==> config.mk <==
export PLATFORM = sky130hd
export DESIGN_NAME = control_sequencer
export DESIGN_NICKNAME = d
export VERILOG_FILES = /design/src/rtl/control_sequencer.sv
export SDC_FILE = /design/constraint.sdc
export NUM_CORES = 1
export LEC_CHECK = 0
export CAP_MARGIN = 30
export CORE_UTILIZATION = 33
export DETAILED_ROUTE_END_ITERATION = 12
export PLACE_DENSITY = 0.78
export SLEW_MARGIN = 20
export SYNTH_ARGS = -nofsm -noshare
export SYNTH_HDL_FRONTEND = slang
export SYNTH_SLANG_ARGS = --single-unit
==> constraint.sdc <==
create_clock -name clk -period 2 [get_ports clk]
set_input_delay 0.4 -clock clk [delete_from_list [all_inputs] [get_ports clk]]
set_output_delay 0.4 -clock clk [all_outputs]
set_load 0.005 [all_outputs]
==> src/rtl/control_sequencer.sv <==
// control_sequencer: fetch/execute sequencer for the 16-bit ISA.
// Fetches the instruction low byte then high byte, executes it in one or two
// cycles, stalls on memory wait states, and flags undefined opcodes.
module control_sequencer #(
   parameter int unsigned DATA_W     = 16,
   parameter int unsigned REG_ID_W   = 6,
   parameter int unsigned MPTR_OFF_W = 12
) (
   input  logic                  clk,
   input  logic                  reset,
   input  logic [15:0]           instruction,
   input  logic                  mem_ready,
   input  logic                  flag,
   output logic                  pc_read,
   output logic                  pc_readplusone,
   output logic                  pc_inc,
   output logic                  pc_offset,
   output logic                  ir_write,
   output logic                  ir_writeu,
   output logic                  rf_read,
   output logic                  rf_readu,
   output logic                  rf_write,
   output logic                  rf_writeu,
   output logic [REG_ID_W-1:0]   rf_id,
   output logic                  mem_read,
   output logic                  mem_write,
   output logic                  mptr_read_abus,
   output logic                  mptr_read_abusplus,
   output logic                  mptr_write,
   output logic                  mptr_writeu,
   output logic [MPTR_OFF_W-1:0] mptr_offset,
   output logic                  alu_write,
   output logic                  alu_writeu,
   output logic [DATA_W-1:0]     dout,
   output logic                  dout_en,
   output logic                  busy,
   output logic                  illegal
);

   typedef enum logic [1:0] {F0, F1, E0, E1} state_t;

   state_t r_state;
   state_t w_next;

   // Instruction fields
   logic [3:0]  w_op;
   logic [3:0]  w_r1;
   logic [7:0]  w_imm8;
   logic [11:0] w_imm12;
   logic [5:0]  w_sub;
   logic [5:0]  w_imm6;

   assign w_op    = instruction[3:0];
   assign w_r1    = instruction[7:4];
   assign w_imm8  = instruction[15:8];
   assign w_imm12 = instruction[15:4];
   assign w_sub   = instruction[9:4];
   assign w_imm6  = instruction[15:10];

   // Extended immediates and offsets
   logic [DATA_W-1:0]     w_sext_imm8;
   logic [DATA_W-1:0]     w_zext_imm8;
   logic [DATA_W-1:0]     w_sext_imm12;
   logic [DATA_W-1:0]     w_zext_imm12;
   logic [DATA_W-1:0]     w_zext_imm6;
   logic [MPTR_OFF_W-1:0] w_sext_off8;
   logic [MPTR_OFF_W-1:0] w_sext_off12;
   logic [REG_ID_W-1:0]   w_rid;

   assign w_sext_imm8  = DATA_W'($signed(w_imm8));
   assign w_zext_imm8  = DATA_W'(w_imm8);
   assign w_sext_imm12 = DATA_W'($signed(w_imm12));
   assign w_zext_imm12 = DATA_W'(w_imm12);
   assign w_zext_imm6  = DATA_W'(w_imm6);
   assign w_sext_off8  = MPTR_OFF_W'($signed(w_imm8));
   assign w_sext_off12 = MPTR_OFF_W'($signed(w_imm12));
   assign w_rid        = REG_ID_W'(w_r1);

   // State register with synchronous reset
   always_ff @(posedge clk) begin
      if (reset) begin
         r_state <= F0;
      end else begin
         r_state <= w_next;
      end
   end

   // Next-state: memory-access states wait for mem_ready before advancing
   always_comb begin
      w_next = r_state;
      case (r_state)
         F0: if (mem_ready) w_next = F1;
         F1: if (mem_ready) w_next = E0;
         E0: begin
            case (w_op)
               4'h2, 4'h3: if (mem_ready) w_next = E1;
               4'h4, 4'h5: if (mem_ready) w_next = F0;
               default:    w_next = F0;
            endcase
         end
         E1: if (mem_ready) w_next = F0;
         default: w_next = F0;
      endcase
   end

   // Output decode of state and instruction; everything low during reset.
   // pc_inc in memory states is gated by mem_ready so it fires only on the
   // cycle that actually completes, while all other outputs hold during a stall.
   always_comb begin
      pc_read            = 1'b0;
      pc_readplusone     = 1'b0;
      pc_inc             = 1'b0;
      pc_offset          = 1'b0;
      ir_write           = 1'b0;
      ir_writeu          = 1'b0;
      rf_read            = 1'b0;
      rf_readu           = 1'b0;
      rf_write           = 1'b0;
      rf_writeu          = 1'b0;
      rf_id              = '0;
      mem_read           = 1'b0;
      mem_write          = 1'b0;
      mptr_read_abus     = 1'b0;
      mptr_read_abusplus = 1'b0;
      mptr_write         = 1'b0;
      mptr_writeu        = 1'b0;
      mptr_offset        = '0;
      alu_write          = 1'b0;
      alu_writeu         = 1'b0;
      dout               = '0;
      dout_en            = 1'b0;
      busy               = 1'b0;
      illegal            = 1'b0;
      if (!reset) begin
         case (r_state)
            F0: begin
               pc_read  = 1'b1;
               mem_read = 1'b1;
               ir_write = 1'b1;
            end
            F1: begin
               busy           = 1'b1;
               pc_readplusone = 1'b1;
               mem_read       = 1'b1;
               ir_writeu      = 1'b1;
            end
            E0: begin
               busy = 1'b1;
               case (w_op)
                  4'h0: begin
                     rf_write = 1'b1;
                     rf_id    = w_rid;
                     dout     = w_sext_imm8;
                     dout_en  = 1'b1;
                     pc_inc   = 1'b1;
                  end
                  4'h1: begin
                     rf_writeu = 1'b1;
                     rf_id     = w_rid;
                     dout      = w_zext_imm8;
                     dout_en   = 1'b1;
                     pc_inc    = 1'b1;
                  end
                  4'h2: begin
                     mptr_read_abus = 1'b1;
                     mem_read       = 1'b1;
                     rf_write       = 1'b1;
                     rf_id          = w_rid;
                  end
                  4'h3: begin
                     mptr_read_abus = 1'b1;
                     mem_write      = 1'b1;
                     rf_read        = 1'b1;
                     rf_id          = w_rid;
                  end
                  4'h4: begin
                     mptr_read_abus = 1'b1;
                     mem_read       = 1'b1;
                     mptr_offset    = w_sext_off8;
                     rf_write       = 1'b1;
                     rf_id          = w_rid;
                     pc_inc         = mem_ready;
                  end
                  4'h5: begin
                     mptr_read_abus = 1'b1;
                     mem_write      = 1'b1;
                     mptr_offset    = w_sext_off8;
                     rf_read        = 1'b1;
                     rf_id          = w_rid;
                     pc_inc         = mem_ready;
                  end
                  4'h6: begin
                     alu_write = 1'b1;
                     dout      = w_sext_imm12;
                     dout_en   = 1'b1;
                     pc_inc    = 1'b1;
                  end
                  4'h7: begin
                     mptr_write = 1'b1;
                     dout       = w_zext_imm12;
                     dout_en    = 1'b1;
                     pc_inc     = 1'b1;
                  end
                  4'h8: begin
                     mptr_writeu = 1'b1;
                     dout        = w_zext_imm12;
                     dout_en     = 1'b1;
                     pc_inc      = 1'b1;
                  end
                  4'h9: begin
                     pc_offset   = 1'b1;
                     mptr_offset = w_sext_off12;
                  end
                  4'hA: begin
                     if (flag) begin
                        pc_offset   = 1'b1;
                        mptr_offset = w_sext_off12;
                     end else begin
                        pc_inc = 1'b1;
                     end
                  end
                  4'hC: begin
                     if (w_sub == 6'b111011) begin
                        alu_writeu = 1'b1;
                        dout       = w_zext_imm6;
                        dout_en    = 1'b1;
                     end else begin
                        illegal = 1'b1;
                     end
                     pc_inc = 1'b1;
                  end
                  default: begin
                     illegal = 1'b1;
                     pc_inc  = 1'b1;
                  end
               endcase
            end
            E1: begin
               busy               = 1'b1;
               mptr_read_abusplus = 1'b1;
               mptr_offset        = w_sext_off8;
               rf_id              = w_rid;
               if (w_op[0]) begin
                  mem_write = 1'b1;
                  rf_readu  = 1'b1;
               end else begin
                  mem_read  = 1'b1;
                  rf_writeu = 1'b1;
               end
               pc_inc = mem_ready;
            end
            default: ;
         endcase
      end
   end

endmodule

Word level (Yosys, flattened, before mapping):

Cells that the tools add are included.

* register bits after elaboration: 2
* word-level logic and storage cells: 109

* eq/ne operators: 18
* multiplexer cells: 74
* reductions and logical operators: 16

Operators with widths (number)
* $pmux 16 s5: 1
* $mux 1: 49
* $pmux 12 s3: 1
* $mux 16: 2
* $mux 12: 2
* $pmux 12 s2: 1
* $eq 4x3->1 const B: 4
* $eq 4x4->1 const B: 4
* $pmux 1 s2: 6
* $reduce_or 2->1: 6
* $reduce_or 11->1: 1
* $reduce_or 3->1: 3
* $eq 4x2->1 const B: 2
* $mux 2: 4
* $mux 4: 2
* $pmux 2 s4: 1
* $pmux 4 s2: 1
* $eq 6x6->1 const B: 1
* $mux 6: 1
* $pmux 1 s3: 2
* $reduce_or 6->1: 1
* $reduce_or 5->1: 1
* $eq 2x2->1 const B: 2
* $eq 4x1->1 const B: 1
* 8 further kinds: 9

Logic depth before layout (Yosys ltp):

* depth in word-level cells: 5
* depth in mapped cells: 6

Worst setup path after synthesis:

OpenSTA, ideal clock, no wires.

* path kind: input to output
* start: input port reset
* end: output port dout[13]
* data arrival time: 1.764 ns
* slack: -0.164 ns
* cell stages on the path: 5
* buffers on the path: 3
* path through: buf_4 -> or3b_1 -> buf_6 -> nor4_1 -> buf_4

* cells in the longest elaborated chain, start to end: 1

Ends and longest elaborated chain
* start, declared: line 10 `input logic reset,`
* $mux 16: line 134 `if (!reset) begin`
* end, declared: line 34 `output logic [DATA_W-1:0] dout,`

Every way passes these cells.

Worst setup path in the final report:

* start: input port instruction[0]
* end: output port dout[7]

* cells in the longest elaborated chain, start to end: 5

Ends and longest elaborated chain
* start, declared: line 11 `input logic [15:0] instruction,`
* $eq 4x4->1 or $eq 4x3->1 (tied branches): line 149 `case (w_op)`
* $reduce_or 2->1 (no line)
* $pmux 16 s5 (*): line 149
* $mux 16 (*): line 135 `case (r_state)`
* $mux 16 (*): line 134

Every way passes the cells marked *; elsewhere a longest branch is shown, timed or not.

==> impl_metrics.env <==
export IMPL_seq_area_sq_um=41.3
export IMPL_wl_microns=7330
export IMPL_hold_path_class="in -> reg"
export IMPL_routabilityCongestion=0.930
export IMPL_critical_path_class="in -> out"
export IMPL_grt_pass1_wl_microns=9670
export IMPL_final_hold_violation_count=0
export IMPL_synth_edf_count=0
export IMPL_grt_antenna_before_repair=0
export IMPL_floorplan_io_pins=75
export IMPL_cts_tree="built"
export IMPL_final_min_period_over_clock_period_pct=110
export IMPL_worst_setup_path_start_kind="input port"
export IMPL_outcome="finished, violations left"
export IMPL_layout_filler_cells=170
export IMPL_grt_overflow=0
export IMPL_synth_compound_area_share_pct=37.1
export IMPL_synth_xor_xnor_area_share_pct=1.56
export IMPL_grt_start_max_net_pins=16
export IMPL_timing_final_setup_violations=25
export IMPL_tritoncts_num_buffers=3
export IMPL_post_route_util_pct=86.5
export IMPL_violations_in_the_final_reports="setup timing"
export IMPL_main_combinational_cell_family_by_area_after_synthesis="simple AND/OR/NAND/NOR gates"
export IMPL_yosys_area_top_type="sky130_fd_sc_hd__a22o_2"
export IMPL_largest_register_ffs=2
export IMPL_yosys_area_share_adder_pct=0
export IMPL_vias=2096
export IMPL_ys_warnings_count=0
export IMPL_design_core_area_sq_um=3150
export IMPL_grt_pass1_vias=1916
export IMPL_avgRoutedWirePerCell_microns=21.7
export IMPL_multi_input_area_sq_um=1250
export IMPL_ys_types=44
export IMPL_layout_drive_gt1_share_pct=60.8
export IMPL_clk_latency_ns=0.22
export IMPL_synth_top_cell_area_share_pct=8.02
export IMPL_worst_setup_path_end_kind="output port"
export IMPL_critical_path_required_ns=1.60
export IMPL_portion_of_the_post_synthesis_area_used_by_sequential_elements_pct=3.56
export IMPL_start_util_pct=35.6
export IMPL_vdd_ir_drop_worst_uv=412
export IMPL_firstDrtPassIters=5
export IMPL_slew_viol_final=0
export IMPL_avgSynthCellArea_sq_um=6.73
export IMPL_synthMostInstantiatedCell="sky130_fd_sc_hd__nor2_1"
export IMPL_clk_pin_slew_ns=0.03
export IMPL_crit_path_top_delay_cell="sky130_fd_sc_hd__nor4b_4"
export IMPL_drt_iter0_drc=215
export IMPL_synthSimpleGateAreaFrac_pct=39.4
export IMPL_die_w_microns=60.4
export IMPL_layout_setup_ws_ns=-0.196
export IMPL_power_static_leakage_nw=1.43
export IMPL_synth_ff_type="sky130_fd_sc_hd__dfxtp_1"
export IMPL_critical_path_arrival_ns=1.80
export IMPL_synth_top_cells_by_count="14 x sky130_fd_sc_hd__nor2_1, 12 x sky130_fd_sc_hd__clkbuf_1, 11 x sky130_fd_sc_hd__a211oi_1, 10 x sky130_fd_sc_hd__a21oi_1, 9 x sky130_fd_sc_hd__a22o_2"
export IMPL_total_number_of_clock_tree_sinks=2
export IMPL_root_buffer="sky130_fd_sc_hd__clkbuf_4"
export IMPL_crit_chain="buf_12 -> nor4b_4 -> buf_6 -> o21ai_0 -> a211oi_4 -> buf_2"
export IMPL_async_flop_share_pct=0
export IMPL_netlist_area_sq_um=1120
export IMPL_area_overhead_of_the_layout_relative_to_synthesis_pct=143
export IMPL_transition_at_the_pin_with_the_smallest_max_transition_slack_ns=0.658
export IMPL_design_final_nets=315
export IMPL_htree_levels=1
export IMPL_reg_largest_list="r_state: 2 flops"
export IMPL_detail_route_drc_violations=0
export IMPL_synthTopCellsByArea="sky130_fd_sc_hd__a22o_2 8.0%, sky130_fd_sc_hd__a211oi_1 7.3%, sky130_fd_sc_hd__and4b_1 6.2%, sky130_fd_sc_hd__buf_4 5.3%, sky130_fd_sc_hd__nor2_1 4.7%"
export IMPL_globalRouteTotalUtil_pct=35.7
export IMPL_ant_nets=0
export IMPL_slew_limit_headroom_pct=55.6
export IMPL_layout_min_cycle_time_ns=2.20
export IMPL_timing_setup_tns_ns=-1.57
export IMPL_dp_worst_setup_slack_ns=-0.889
export IMPL_syn_inst=167
export IMPL_register_bit_total_from_synthesis=2
export IMPL_mux_contribution_to_synthesized_area_pct=0.891
export IMPL_num_antenna_cells=0
export IMPL_clockBufferDepth=2
export IMPL_placement_io_buffers=72
export IMPL_fp_dieH_microns=60.4
export IMPL_max_cap_violations=0
export IMPL_crit_fanout=6
export IMPL_rsz_0062_raised_after_global_routing="yes"
export IMPL_design_die_area_sq_um=3640
export IMPL_slowest_delay_ns=0.37
export IMPL_detailed_place_hpwl_microns=3260
export IMPL_power_density_nw_per_um2=193
export IMPL_regMostFlops="r_state"
export IMPL_clock_skew_ns=0.00396
export IMPL_rows=20
export IMPL_detail_route_vias_per_cell=6.22
export IMPL_clock_fmax_mhz=455
-- kinds of logic after synthesis --
logic type / Yosys count
muxes: 1
and+or+nand+nor: 71
AOI/OAI and AO/OA: 54
DFF: 2
other: 1
xor gates and xnor gates: 2
buffers and inverters: 36
-- final cells by class --
class                           count  share of cell area, %
Multi-Input combinational cell    130                   45.9
Timing Repair Buffer              150                   48.5
Inverter                            8                   1.19
Sequential cell                     2                   1.51
Clock buffer                        3                  0.826
Tap cell                           44                   2.02
-- per-stage QoR --
stage / area [sq um] / std cells / hold slack [ns] / power (mW)
5_1_grt: 2730 / 337 / 0.574 / 0.549
3_5_place_dp: 2160 / 307 / 0.640 / 0.319
3_3_place_gp: 2160 / 307 / 0.637 / 0.315
6_report: 2730 / 337 / 0.567 / 0.527
2_1_floorplan: 1140 / 168 / 0.591 / 0.169
4_1_cts: 2550 / 332 / 0.533 / 0.456
-- worst paths after layout --
path | startpoint | endpoint | slack [ns] | cells past startpoint
worst min register to register | r_state[0]$_SDFFE_PP0P_ | r_state[0]$_SDFFE_PP0P_ | 0.64 | 3
worst min-delay path | reset | r_state[0]$_SDFFE_PP0P_ | 0.57 | 3
worst max-delay path | instruction[0] | dout[7] | -0.20 | 6
worst max register to register | r_state[0]$_SDFFE_PP0P_ | r_state[1]$_SDFFE_PP0P_ | 0.88 | 4
-- timing repair --
action / 4_1_cts / 5_1_grt
pin swaps: 16 / 20
hold buffers: 0 / 0
buffers inserted: 19 / 8
endpoints found under the hold margin: 0 / 0
gates resized for setup: 222 / 72
setup endpoints to repair: 53 / 47
cloned: 3 / 0
-- worst max-delay path: cells and delay by family --
| family | cells | cell delay, ns |
|---|---|---|
| AOI/OAI and AO/OA | 2 | 0.57 |
| buffers and inverters | 3 | 0.45 |
| and+or+nand+nor | 1 | 0.37 |
-- where the power goes --
group	total [mW]	leakage (nW)	internal [mW]	switching [mW]
combinational	0.398	1.40	0.192	0.206
sequential	0.0446	0.0169	0.0429	0.00171
clock	0.0845	0.0138	0.0659	0.0186
-- metal layers --
metal | share of wire (%) | global-route usage, % | vias up
met2 | 48 | 60.4 | 169
met4 | 5.3 | 15.6 | 0
met3 | 9.6 | 5.97 | 49
met1 | 37 | 44.4 | 1003
li1 | - | - | 875
met5 | 0 | 0 | -
-- cells in the final DEF, fill, tap and decap left out, types with 2 or more instances in the layout --
| master | netlist | layout |
|---|---|---|
| sky130_fd_sc_hd__clkdlybuf4s50_1 | 0 | 6 |
| sky130_fd_sc_hd__clkbuf_2 | 0 | 9 |
| sky130_fd_sc_hd__buf_2 | 4 | 18 |
| sky130_fd_sc_hd__nand2_1 | 6 | 5 |
| sky130_fd_sc_hd__a21oi_4 | 0 | 2 |
| sky130_fd_sc_hd__a21oi_1 | 10 | 7 |
| sky130_fd_sc_hd__dlymetal6s2s_1 | 0 | 10 |
| sky130_fd_sc_hd__nor2_1 | 14 | 13 |
| sky130_fd_sc_hd__a221oi_4 | 0 | 2 |
| sky130_fd_sc_hd__nor4b_4 | 0 | 2 |
| sky130_fd_sc_hd__and4b_1 | 7 | 6 |
| sky130_fd_sc_hd__clkbuf_4 | 0 | 3 |
| sky130_fd_sc_hd__buf_4 | 8 | 58 |
| sky130_fd_sc_hd__nor3b_2 | 0 | 2 |
| sky130_fd_sc_hd__a22o_1 | 2 | 2 |
| sky130_fd_sc_hd__nor3_1 | 5 | 2 |
| sky130_fd_sc_hd__a211oi_2 | 0 | 9 |
| sky130_fd_sc_hd__nor2b_1 | 8 | 7 |
| sky130_fd_sc_hd__nor3b_1 | 5 | 2 |
| sky130_fd_sc_hd__o21ai_0 | 7 | 6 |
| sky130_fd_sc_hd__buf_12 | 0 | 3 |
| sky130_fd_sc_hd__clkdlybuf4s15_1 | 0 | 2 |
| sky130_fd_sc_hd__o311a_1 | 2 | 2 |
| sky130_fd_sc_hd__nand3_1 | 3 | 2 |
| sky130_fd_sc_hd__dlygate4sd2_1 | 0 | 13 |
| sky130_fd_sc_hd__buf_8 | 0 | 2 |
| sky130_fd_sc_hd__inv_1 | 8 | 7 |
| sky130_fd_sc_hd__a211oi_4 | 1 | 3 |
| sky130_fd_sc_hd__a221oi_2 | 0 | 4 |
| sky130_fd_sc_hd__buf_6 | 3 | 28 |
| sky130_fd_sc_hd__and3_1 | 2 | 2 |
| sky130_fd_sc_hd__nand4_1 | 6 | 6 |
| sky130_fd_sc_hd__conb_1 | 1 | 2 |
| sky130_fd_sc_hd__a22o_4 | 0 | 9 |
| sky130_fd_sc_hd__nand2b_1 | 4 | 3 |
| sky130_fd_sc_hd__nor3_2 | 0 | 3 |
No activity file was read; power rests on OpenSTA's default activity.
